[config.mk]
export PLATFORM = sky130hd
export DESIGN_NAME = ext_unit_pipe
export DESIGN_NICKNAME = d
export VERILOG_FILES = /design/src/rtl/ext_pkg.sv /design/src/rtl/ext_unit_pipe_core.sv /design/src/rtl/ext_unit_pipe.sv
export SDC_FILE = /design/constraint.sdc
export NUM_CORES = 1
export LEC_CHECK = 0
export ABC_AREA = 1
export CAP_MARGIN = 20
export CELL_PAD_IN_SITES_DETAIL_PLACEMENT = 1
export CELL_PAD_IN_SITES_GLOBAL_PLACEMENT = 1
export CORE_MARGIN = 8
export CORE_UTILIZATION = 37
export DETAILED_ROUTE_END_ITERATION = 8
export PLACE_DENSITY_LB_ADDON = 0.12
export REMOVE_ABC_BUFFERS = 1
export SETUP_SLACK_MARGIN = 0.4
export SLEW_MARGIN = 5
export SYNTH_ARGS = -nofsm -noshare
export SYNTH_HDL_FRONTEND = slang
export SYNTH_SLANG_ARGS = --single-unit
[constraint.sdc]
create_clock -name clk -period 1.8 [get_ports clk]
set_input_delay 0.54 -clock clk [delete_from_list [all_inputs] [get_ports clk]]
set_output_delay 0.54 -clock clk [all_outputs]
set_load 0.005 [all_outputs]
[src/rtl/ext_pkg.sv]
// Shared definitions for the width-extension unit: operation codes and the buffer entry layout.
package ext_pkg;

    typedef enum logic [2:0] {
        EXT_SEXT  = 3'd0,
        EXT_ZEXT  = 3'd1,
        EXT_LUI   = 3'd2,
        EXT_BROFF = 3'd3,
        EXT_LB    = 3'd4,
        EXT_LBU   = 3'd5,
        EXT_LH    = 3'd6,
        EXT_LHU   = 3'd7
    } ext_mode_e;

    // Widest datapath the entry can carry; narrower instances zero-fill the
    // upper bits, which are constant and drop out in synthesis.
    localparam int EXT_MAX_W = 128;

    typedef struct packed {
        logic [EXT_MAX_W-1:0] data;
        logic                 misalign;
    } ext_entry_t;

endpackage

[src/rtl/ext_unit_pipe_core.sv]
// Combinational extension arithmetic: immediates, LUI, branch offsets, byte/halfword loads.
// Zero latency; no handshake.
module ext_core
    import ext_pkg::*;
#(
    parameter int DATA_W = 32,
    parameter int IMM_W  = 16,
    parameter int SEL_W  = 2
) (
    input  logic [DATA_W-1:0] in_data,
    input  logic [2:0]        in_mode,
    input  logic [SEL_W-1:0]  in_sel,
    output logic [DATA_W-1:0] data,
    output logic              misalign
);

    logic [IMM_W-1:0]  imm;
    logic [DATA_W-1:0] imm_sext;
    logic [7:0]        byte_val;
    logic [15:0]       half_val;

    assign imm      = in_data[IMM_W-1:0];
    assign imm_sext = {{(DATA_W-IMM_W){imm[IMM_W-1]}}, imm};
    // Halfword lane ignores in_sel[0]; an odd offset is only flagged.
    assign byte_val = in_data[{in_sel, 3'b000} +: 8];
    assign half_val = in_data[{in_sel[SEL_W-1:1], 4'b0000} +: 16];

    always_comb begin
        data     = '0;
        misalign = 1'b0;
        case (in_mode)
            EXT_SEXT:  data = imm_sext;
            EXT_ZEXT:  data = DATA_W'(imm);
            EXT_LUI:   data = DATA_W'({imm, {IMM_W{1'b0}}});
            EXT_BROFF: data = imm_sext << 2;
            EXT_LB:    data = {{(DATA_W-8){byte_val[7]}}, byte_val};
            EXT_LBU:   data = DATA_W'(byte_val);
            EXT_LH: begin
                data     = {{(DATA_W-16){half_val[15]}}, half_val};
                misalign = in_sel[0];
            end
            EXT_LHU: begin
                data     = DATA_W'(half_val);
                misalign = in_sel[0];
            end
            default: ;
        endcase
    end

endmodule

[src/rtl/ext_unit_pipe.sv]
// Registered width-extension unit: result computed at accept and held in a 2-entry output FIFO.
// Latency 1 cycle when empty; in_ready depends only on the registered occupancy, never on out_ready.
module ext_unit_pipe
    import ext_pkg::*;
#(
    parameter int DATA_W = 32,
    parameter int IMM_W  = 16,
    localparam int SEL_W = $clog2(DATA_W/8)
) (
    input  logic              clk,
    input  logic              rst_n,
    input  logic              flush,
    input  logic              in_valid,
    output logic              in_ready,
    input  logic [DATA_W-1:0] in_data,
    input  logic [2:0]        in_mode,
    input  logic [SEL_W-1:0]  in_sel,
    output logic              out_valid,
    input  logic              out_ready,
    output logic [DATA_W-1:0] out_data,
    output logic              out_misalign
);

    logic [DATA_W-1:0] core_data;
    logic              core_misalign;
    ext_entry_t        mem [2];
    logic [1:0]        count;
    logic              wr_ptr;
    logic              rd_ptr;
    logic              push;
    logic              pop;

    ext_core #(
        .DATA_W (DATA_W),
        .IMM_W  (IMM_W),
        .SEL_W  (SEL_W)
    ) u_core (
        .in_data  (in_data),
        .in_mode  (in_mode),
        .in_sel   (in_sel),
        .data     (core_data),
        .misalign (core_misalign)
    );

    assign in_ready     = (count != 2'd2);
    assign out_valid    = (count != 2'd0);
    assign push         = in_valid & in_ready;
    assign pop          = out_valid & out_ready;
    assign out_data     = DATA_W'(mem[rd_ptr].data);
    assign out_misalign = mem[rd_ptr].misalign;

    always_ff @(posedge clk or negedge rst_n) begin
        if (!rst_n) begin
            count  <= 2'd0;
            wr_ptr <= 1'b0;
            rd_ptr <= 1'b0;
            mem[0] <= '0;
            mem[1] <= '0;
        end else if (flush) begin
            // Pointers rewind too so the next entry lands in slot 0.
            count  <= 2'd0;
            wr_ptr <= 1'b0;
            rd_ptr <= 1'b0;
        end else begin
            if (push) begin
                mem[wr_ptr].data     <= EXT_MAX_W'(core_data);
                mem[wr_ptr].misalign <= core_misalign;
                wr_ptr               <= ~wr_ptr;
            end
            if (pop) begin
                rd_ptr <= ~rd_ptr;
            end
            case ({push, pop})
                2'b10:   count <= count + 2'd1;
                2'b01:   count <= count - 2'd1;
                default: ;
            endcase
        end
    end

endmodule
==> summary.md <==
| Metric | Value |
|---|---|
| Outcome | `finished with violations` |
| Failing checks | `setup timing` |
| Layout Cells excl Fill | `946` |
| R2R setup slack | `-60 ps` |
| Critical-path maximum fanout | `6` |
| TritonCTS clock tree | `built` |
| Synth Register Bits | `70` |
| Netlist cell types | `22` |
| Final worst slack | `-375 ps` |
| Synth warn | `0` |
| CTS clock-pin slew for the worst setup and hold paths | `110 ps` |
| Pleak | `4.14 nW` |
| IO Port Bufs | `76` |
| Placed instance count | `850` |
| Global route overflow | `0` |
| Top layer reached by signal wires | `met4` |
| Largest net degree at the start of global routing | `37` |
| VDD IR max | `0.844 mV` |
| Maximum clock rate | `460 MHz` |
| Final period utilization | `121%` |
| GRT Total Usage | `31.5%` |
| Hold crit path type | `input port to async pin` |
| Max_cap viols | `0` |
| Die height | `120 µm` |
| Initial Util | `37.4%` |
| WL met2 | `14200 µm` |
| CP arrival | `1630 ps` |
| Ant. Diodes | `0` |
| Mapped Area | `0.00402 mm²` |
| Inserted Clock Buffers | `9` |
| Nets | `843` |
| WL/cell | `31.5 µm` |
| Die area | `0.0145 mm²` |
| Root Buffer | `clkbuf_8` |
| Syn_area_per_cell | `6.53 µm²` |
| Fillers | `1197` |
| Worst-Skew Late Latency | `400 ps` |
| Placed instance area | `0.00530 mm²` |
| Critical Path Max Stage Delay | `470 ps` |
| RSZ-0062 raised after global routing | `yes` |
| Met3 wire len | `3000 µm` |
| Final Cell Area | `0.00763 mm²` |
| Sequential share of the synthesized area | `43.6%` |
| Critical Path End Type | `primary output` |
| ANT nets after route | `0` |
| Worst hold margin | `34.2 ps` |
| Fin util | `71.0%` |
| Cell family with most CP delay | `buffers and inverters` |
| Avg Vias per Cell | `6.24` |
| Required time worst endpoint | `1260 ps` |
| # rows | `38` |
| H-tree depth | `3` |
| Hpwl dp | `10400 µm` |
| Slew of the pin with the lowest slew margin | `390 ps` |
| M1 WL | `10400 µm` |
| Setup TNS | `-9620 ps` |
| Die width | `120 µm` |
| Multi-input logic area | `0.00291 mm²` |
| Worst setup SP type | `register` |
| Setup Skew | `24.5 ps` |
| CTS max path bufs | `2` |
| 1st-iter DRT viols | `718` |
| CP cell instances | `inv_4 -> buf_4 -> buf_6 -> buf_6 -> nand2_1 -> nand2_1 -> buf_2` |
| Crit path kind | `register to primary output` |
| CTS Sinks | `70` |
| Setup violations, final | `35` |
| Drt drc | `0` |
| Placer Congestion | `0.880` |
| Relative slew slack | `73.8%` |
| Seq. cell area | `0.00175 mm²` |
| First-pass GRT wire length | `34500 µm` |
| Critical path buffers and inverters | `5` |
| Layout cell share with drive strength beyond 1 | `47.8%` |
| I/O pins | `77` |
| Initial DRT Pass Iterations | `5` |
| Vias in the first global route | `5769` |
| PwrDens | `1140 mW/mm²` |
| Syn Inst Count | `616` |
| Via count | `5901` |
| Crit-path slowest cell | `dfrtp_2` |
| Area delta synth->final | `89.7%` |
| Detailed Route WL | `29800 µm` |
| Final Hold Vio Count | `0` |
| Core Box Area | `0.0107 mm²` |
| Initial antenna violation count | `0` |
| Max-slew violation count | `0` |
| Final Critical Period | `2170 ps` |
[layer usage]
| metal | global-route usage (%) | up-vias |
|---|---|---|
| met2 | 53.8 | 490 |
| met4 | 17.2 | 0 |
| met5 | 0 | - |
| li1 | - | 2290 |
| met3 | 6.81 | 186 |
| met1 | 36.3 | 2935 |
[worst paths after layout]
kind / to / cells past startpoint / from
worst max-delay path: out_data[18] / 7 / rd_ptr$_DFFE_PN0P_
worst min-delay path: mem[136]$_DFFE_PN0P_ / 1 / rst_n
worst max register to register: count[0]$_DFFE_PN0P_ / 11 / count[0]$_DFFE_PN0P_
worst min register to register: mem[161]$_DFFE_PN0P_ / 2 / mem[161]$_DFFE_PN0P_
max in group asynchronous: mem[157]$_DFFE_PN0P_ / 2 / rst_n
min in group clk: mem[161]$_DFFE_PN0P_ / 2 / mem[161]$_DFFE_PN0P_
[sequential cells by signal, summed over array words and instances, names as in the netlist]
name	count
mem	66
wr_ptr	1
rd_ptr	1
count	2
[synthesized netlist by cell type (all sizes together)]
library cell	instances	area [µm²]
nand3	15	95.1
a21oi	4	20.0
inv	32	120
dfrtp	70	1750
xor2	1	8.76
o21bai	1	18.8
nand2	369	1390
nand3b	2	15.0
nor3	2	26.3
o21ai	20	100
nand4	24	150
buf	23	124
nor2	46	178
clkbuf	7	26.3
[cells by family after synthesis]
logic type	count (synthesis)	share of synthesized area [%]
AO/OA/AOI/OAI	25	3.45
XOR/XNOR	1	0.218
buffers and inverters	62	6.72
flip-flops	70	43.6
AND/OR/NAND/NOR	458	46.0
[what timing repair did]
| action | 4_1_cts | 5_1_grt |
|---|---|---|
| gates cloned | 22 | 0 |
| buffers inserted | 40 | 18 |
| pin swaps | 96 | 43 |
| gates resized for setup | 369 | 171 |
| setup endpoints to repair | 101 | 105 |
| hold buffers | 0 | 0 |
[through the flow]
stage	power (mW)	setup WS [ps]
after floorplan	3.43	-467
after global placement	4.66	-403
after detailed placement	4.76	-463
after CTS	7.17	-220
after global routing	8.91	-379
final	8.71	-375
[power by group]
| part | switching (mW) | internal [mW] | leakage, nW | total, mW |
|---|---|---|---|---|
| clock network | 0.775 | 0.786 | 0.0998 | 1.56 |
| registers | 0.715 | 2.13 | 0.908 | 2.84 |
| logic | 2.32 | 1.99 | 3.13 | 4.31 |
[final cells by class]
type	instances	area share [%]
Inverter	32	2.03
Clock buffer	11	1.72
Clock inverter	5	1.10
Timing Repair Buffer	203	31.7
Sequential cell	70	23.0
Tap cell	140	2.30
Multi-Input combinational cell	485	38.2
[cell usage in the layout, fill, tap and decap left out, drive strengths merged, types with 3 or more instances in the layout]
| cell | count |
|---|---|
| buf | 166 |
| a21oi | 4 |
| clkdlybuf4s15 | 3 |
| inv | 30 |
| nand4 | 24 |
| clkbuf | 12 |
| clkdlybuf4s50 | 28 |
| nand3 | 16 |
| dlygate4sd2 | 3 |
| dfrtp | 70 |
| nor2 | 46 |
| nand2 | 369 |
| o21ai | 20 |
| clkinv | 3 |
(Power assumes the default switching activity.)
